**config.mk**
```make
export PLATFORM = sky130hd
export DESIGN_NAME = bsg_down_rd_ctrl_flat
export DESIGN_NICKNAME = d
export VERILOG_FILES = /design/src/rtl/bsg_down_rd_ctrl_if.sv /design/src/rtl/bsg_down_rd_ctrl.sv /design/src/flat_wrapper.sv
export SDC_FILE = /design/constraint.sdc
export NUM_CORES = 1
export LEC_CHECK = 0
export CAP_MARGIN = 30
export CELL_PAD_IN_SITES_DETAIL_PLACEMENT = 1
export CELL_PAD_IN_SITES_GLOBAL_PLACEMENT = 2
export CORE_MARGIN = 2
export CORE_UTILIZATION = 25
export DETAILED_ROUTE_END_ITERATION = 16
export PLACE_DENSITY = 0.88
export REMOVE_ABC_BUFFERS = 1
export SYNTH_ARGS = -nofsm -noshare
export SYNTH_HDL_FRONTEND = slang
export SYNTH_SLANG_ARGS = --single-unit
```
**constraint.sdc**
```tcl
create_clock -name clk -period 3 [get_ports clk]
set_input_delay 0.3 -clock clk [delete_from_list [all_inputs] [get_ports clk]]
set_output_delay 0.3 -clock clk [all_outputs]
set_load 0.01 [all_outputs]
```
**src/rtl/bsg_down_rd_ctrl_if.sv**
```systemverilog
// Buffer read port plus core valid/ready word port of the downstream read controller.
interface bsg_down_rd_ctrl_if #(
  parameter int unsigned PTR_LG = 6
);
  logic [PTR_LG-1:0] buffer_addr1;
  logic              buffer_ren1;
  logic [15:0]       buffer_rdata1;
  logic [31:0]       core_data_out;
  logic              core_valid_out;
  logic              core_ready;

  modport master (
    output buffer_addr1, buffer_ren1, core_data_out, core_valid_out,
    input  buffer_rdata1, core_ready
  );

  modport slave (
    input  buffer_addr1, buffer_ren1, core_data_out, core_valid_out,
    output buffer_rdata1, core_ready
  );
endinterface

```
**src/rtl/bsg_down_rd_ctrl.sv**
```systemverilog
// Core-side read controller: pairs 16-bit buffer entries into 32-bit core words,
// advances the read pointer and returns credit tokens to the io side.
module bsg_down_rd_ctrl #(
  parameter int unsigned PTR_LG      = 6,
  parameter int unsigned TOKEN_WORDS = 2
) (
  input  logic              clk,
  input  logic              rst,
  input  logic [PTR_LG:0]   wptr,
  output logic [PTR_LG:0]   rptr,
  output logic              io_token_out,
  output logic [PTR_LG:0]   occupancy,
  output logic              ptr_err,
  bsg_down_rd_ctrl_if.master bus
);

  localparam int unsigned PW    = PTR_LG + 1;
  localparam int unsigned AW    = PTR_LG;
  localparam int unsigned CNT_W = (TOKEN_WORDS > 1) ? $clog2(TOKEN_WORDS) : 1;

  typedef enum logic [1:0] {IDLE, LO, HI, HOLD} state_t;

  state_t           state;
  logic [CNT_W-1:0] credit;
  logic             avail;

  assign occupancy = wptr - rptr;
  assign avail     = (occupancy >= PW'(2));

  // Read port is driven straight from state so data lands exactly one cycle later.
  always_comb begin
    bus.buffer_ren1  = 1'b0;
    bus.buffer_addr1 = '0;
    case (state)
      IDLE: begin
        if (avail) begin
          bus.buffer_ren1  = 1'b1;
          bus.buffer_addr1 = rptr[AW-1:0];
        end
      end
      LO: begin
        bus.buffer_ren1  = 1'b1;
        bus.buffer_addr1 = rptr[AW-1:0] + AW'(1);
      end
      HOLD: begin
        if (bus.core_ready && avail) begin
          bus.buffer_ren1  = 1'b1;
          bus.buffer_addr1 = rptr[AW-1:0];
        end
      end
      default: ;
    endcase
  end

  always_ff @(posedge clk) begin
    if (rst) begin
      state              <= IDLE;
      rptr               <= '0;
      bus.core_data_out  <= '0;
      bus.core_valid_out <= 1'b0;
      io_token_out       <= 1'b0;
      credit             <= '0;
      ptr_err            <= 1'b0;
    end else begin
      io_token_out <= 1'b0;

      // Writer overran the reader; flagged only, no recovery.
      if (occupancy > PW'(1 << PTR_LG)) begin
        ptr_err <= 1'b1;
      end

      case (state)
        IDLE: begin
          if (avail) begin
            state <= LO;
          end
        end
        LO: begin
          bus.core_data_out[15:0] <= bus.buffer_rdata1;
          state                   <= HI;
        end
        HI: begin
          bus.core_data_out[31:16] <= bus.buffer_rdata1;
          bus.core_valid_out       <= 1'b1;
          rptr                     <= rptr + PW'(2);
          state                    <= HOLD;
          // Entries are freed here, so credit is returned on the pointer advance.
          if (credit == CNT_W'(TOKEN_WORDS - 1)) begin
            credit       <= '0;
            io_token_out <= 1'b1;
          end else begin
            credit <= credit + CNT_W'(1);
          end
        end
        HOLD: begin
          if (bus.core_ready) begin
            bus.core_valid_out <= 1'b0;
            state              <= avail ? LO : IDLE;
          end
        end
        default: state <= IDLE;
      endcase
    end
  end

endmodule

```
**src/flat_wrapper.sv**
```systemverilog
// flat-port wrapper written by rule: the top's interface ports become plain ports
module bsg_down_rd_ctrl_flat 
#(
  parameter int unsigned PTR_LG      = 6,
  parameter int unsigned TOKEN_WORDS = 2
)
  (clk, rst, wptr, rptr, io_token_out, occupancy, ptr_err, bus_buffer_addr1, bus_buffer_ren1, bus_core_data_out, bus_core_valid_out, bus_buffer_rdata1, bus_core_ready);
  bsg_down_rd_ctrl_if #(.PTR_LG(PTR_LG)) bus_i ();
  input  logic clk;
  input  logic rst;
  input  logic [PTR_LG:0] wptr;
  output logic [PTR_LG:0] rptr;
  output logic io_token_out;
  output logic [PTR_LG:0] occupancy;
  output logic ptr_err;
  output wire logic [$bits(bus_i.buffer_addr1)-1:0] bus_buffer_addr1;
  output wire logic [$bits(bus_i.buffer_ren1)-1:0] bus_buffer_ren1;
  output wire logic [$bits(bus_i.core_data_out)-1:0] bus_core_data_out;
  output wire logic [$bits(bus_i.core_valid_out)-1:0] bus_core_valid_out;
  input wire logic [$bits(bus_i.buffer_rdata1)-1:0] bus_buffer_rdata1;
  input wire logic [$bits(bus_i.core_ready)-1:0] bus_core_ready;
  assign bus_buffer_addr1 = bus_i.buffer_addr1;
  assign bus_buffer_ren1 = bus_i.buffer_ren1;
  assign bus_core_data_out = bus_i.core_data_out;
  assign bus_core_valid_out = bus_i.core_valid_out;
  assign bus_i.buffer_rdata1 = bus_buffer_rdata1;
  assign bus_i.core_ready = bus_core_ready;
  bsg_down_rd_ctrl #(.PTR_LG(PTR_LG), .TOKEN_WORDS(TOKEN_WORDS)) u_core (.clk(clk), .rst(rst), .wptr(wptr), .rptr(rptr), .io_token_out(io_token_out), .occupancy(occupancy), .ptr_err(ptr_err), .bus(bus_i));
endmodule
```
==> impl_metrics.yaml <==
timing:
  fin_crit_ns: 2.87
  maxSlewViolCount: 0
  worst_pin_slew_ns: 0.518
  finalHoldViolations: 0
  fmax_mhz: 348
  fin_skew_ns: 0.00348
  slew_headroom_pct: 65.5
  setup_violations: 0
  fin_tns_setup_ns: 0
  fin_crit_sh_pct: 95.8
  fin_hold_ws_ns: 0.448
critical_path:
  path_class: "register to output port"
  crit_chain: "ha_4 > fa_2 > nand2b_1 > a21oi_2 > mux2i_2 > nor4_4 > o21ba_4 > buf_6 > nor3_1 > buf_2"
  crit_family: "adder cells"
  cp.arrival_ns: 2.57
  end_kind: "output port"
  path_max_fanout: 5
  r2r-end: "u_core.state[1]$_SDFFE_PP0P_"
  required_ns: 2.70
  cp-start-kind: "register"
  cp_slowest_cell: "fa_2"
  reg2reg_slack_ns: 0.18
  worst_r2r_startpoint: "u_core.rptr[1]$_SDFFE_PP0P_"
  reg2reg_depth: 14
  path_buf_inv: 2
  slowest_delay_ns: 0.36
yosys:
  synth_cells: 216
  synth_xor_area_share_pct: 3.88
  synth_top_family_by_area: "multiplexers"
  synth_seq_cells: 44
  ys_async_sr_fraction_pct: 0
  ys.flop_type: "dfxtp_1"
  syn_area_per_cell_um2: 9.40
  synth_cell_types: 32
  synthMuxAreaShare_pct: 17.7
  yosysSeqAreaShare_pct: 43.4
  synth-simple-area-share_pct: 16.1
  netlist_area_um2: 2030
  synth_edf_count: 0
  synth_fa_ha_area_share_pct: 8.38
  synth_compound_area_share_pct: 5.55
  synth_warnings: 0
grt:
  antenna_found_initial: 0
  grt_pass1_vias: 1947
  grt_start_max_net_pins: 24
  grt_pass1_wl_um: 9280
  gr-total-overflow: 0
  grt_usage_pct: 13.4
power_and_ir_drop:
  power_frac_seq_pct: 34.8
  combPwrFrac_pct: 48.8
  p_per_area_nw_per_um2: 702
  p_sw_w: 0.000775
  p_leak_nw: 1.29
  clock_power_share_pct: 16.3
  ir_drop_v: 0.000244
  p_int_w: 0.00151
  p_sw_share_pct: 33.9
worst_hold_path:
  min_from: "u_core.ptr_err$_SDFFE_PP0N_"
  hold_depth: 2
  hold_end: "u_core.ptr_err$_SDFFE_PP0N_"
  worstHoldPathType: "register to register"
detailed_routing:
  dr_wl_met3_um: 337
  drt_iter0_markers: 44
  wl_um: 5760
  drc: 0
  routedWlPerCell_um: 13.7
  wl_met1_um: 2540
  wl_met2_um: 2850
  top_layer: "met4"
  num_vias: 1829
  first_pass_iters: 3
  ant_nets: 0
  viasPerCell: 4.37
die:
  core_um2: 7810
  ioPinCount: 82
  dieHeight_um: 94.1
  start_util_pct: 26.0
  row_count: 32
  die_area_um2: 8860
  die_w_um: 94.1
clocking:
  cts_inserted_buffers: 5
  cts_buffer_depth: 2
  htreeDepth: 2
  clock_sinks: 44
  root_buffer: "clkbuf_8"
  cts_hold_buf: 0
  clk_pin_slew_ns: 0.08
  cts_tree: "done"
  clk_latency_ns: 0.28
cells_and_area:
  fillers: 899
  diodes: 0
  stdcell_area_um2: 3260
  drive_gt1_share_pct: 17.4
  area_delta_synth_final_pct: 60.3
  finalNetCount: 355
  final_core_util_pct: 41.7
  multiInputGateArea_um2: 1130
  regArea_um2: 883
place:
  place_hpwl_um: 4330
  port_buffers: 80
  place_congestion: 0.795
  dpl_cell_area_um2: 3040
job:
  maxCapViolCount: 0
run_status:
  outcome: "finished clean"
[cell type report]
type | count | area share, %
tap | 102 | 3.92
inverter | 11 | 1.27
timing repair buffer | 105 | 30.2
sequential | 44 | 27.1
multi-input combinational | 149 | 34.7
clock buffer | 8 | 2.77
[Yosys cell counts, types with 4 or more instances]
cell       n  area share [%]
clkbuf_1   7             1.3
ha_1      12             7.4
dfxtp_1   44              43
nor3_1     4            0.99
nor2_1    47             8.7
xnor2_1    6             2.6
nand2_1    5            0.92
a21oi_1    8             2.0
mux2i_1   36              18
nand2b_1   4             1.2
inv_1     11             2.0
[worst reg2reg max path, delay by kind of cell (launching register included)]
family	cells	cell delay, ns
AOI/OAI and AO/OA	2	0.38
and+or+nand+nor	2	0.24
adders and majority gates	2	0.53
buffers and inverters	6	0.74
DFF	1	0.35
muxes	2	0.53
[flip-flops by register name, indices dropped and copies added (netlist names)]
register                   cells
u_core.state                   2
u_core.ptr_err                 1
u_core.bus.core_data_out      32
u_core.credit                  1
u_core.rptr                    6
u_core.bus.core_valid_out      1
u_core.io_token_out            1
[power by group through the flow]
stage / clock [W] / sequential, W / combinational [W]
floorplan: 0 / 0.000851 / 0.000484
global placement: 0 / 0.000803 / 0.00103
detailed placement: 0 / 0.000807 / 0.00105
CTS: 0.000398 / 0.000796 / 0.00112
global route: 0.000429 / 0.000817 / 0.00122
finish: 0.000373 / 0.000796 / 0.00112
[cells in the final DEF, fill, tap and decap left out, types with 3 or more instances in the layout]
master	Yosys	final
ha_1	12	10
a21oi_1	8	7
xor2_1	3	3
xnor2_1	6	5
nor2_1	47	47
nand2b_1	4	4
clkbuf_8	0	6
buf_4	2	22
nor3_2	0	3
mux2i_1	36	35
dfxtp_1	44	42
buf_2	3	6
o21ai_0	3	3
clkdlybuf4s50_1	0	72
inv_1	11	9
nand2_1	5	5
[routing by layer]
layer,vias to the layer above,GRT usage [%]
li1,907,-
met1,864,16.1
met2,54,23.6
met3,4,3.61
met4,0,3.14
met5,-,0
[what timing repair did]
action / in CTS / in global routing
endpoints found under the setup margin: 6 / 6
pin swaps: 5 / 5
setup buffers: 9 / 1
gates resized for setup: 35 / 10
[worst max path at each step]
stage | startpoint | depth (start not counted) | slack, ns | endpoint
4_1_cts | u_core.rptr[1]$_SDFFE_PP0P_ | 10 | 0.07 | bus_buffer_addr1[4]
3_3_place_gp | wptr[1] | 11 | -0.36 | bus_buffer_addr1[1]
2_1_floorplan | u_core.rptr[1]$_SDFFE_PP0P_ | 8 | 0.50 | bus_buffer_addr1[2]
3_5_place_dp | wptr[1] | 11 | -0.51 | bus_buffer_addr1[4]
5_1_grt | u_core.rptr[1]$_SDFFE_PP0P_ | 10 | -0.009 | bus_buffer_addr1[2]
6_report | u_core.rptr[1]$_SDFFE_PP0P_ | 10 | 0.13 | bus_buffer_addr1[2]
[cell families after synthesis]
logic type,count (synthesis)
and+or+nand+nor,72
DFF,44
muxes,36
buffers and inverters,23
AOI/OAI and AO/OA,18
adders and majority gates,13
xor gates and xnor gates,9
other,1
[stage by stage]
stage / cells / total power (W) / setup slack [ns]
6_report: 419 / 0.00229 / 0.127
5_1_grt: 419 / 0.00247 / -0.00858
4_1_cts: 418 / 0.00231 / 0.0662
3_5_place_dp: 401 / 0.00186 / -0.507
3_3_place_gp: 400 / 0.00183 / -0.360
2_1_floorplan: 204 / 0.00134 / 0.502
(Power assumes the default switching activity.)
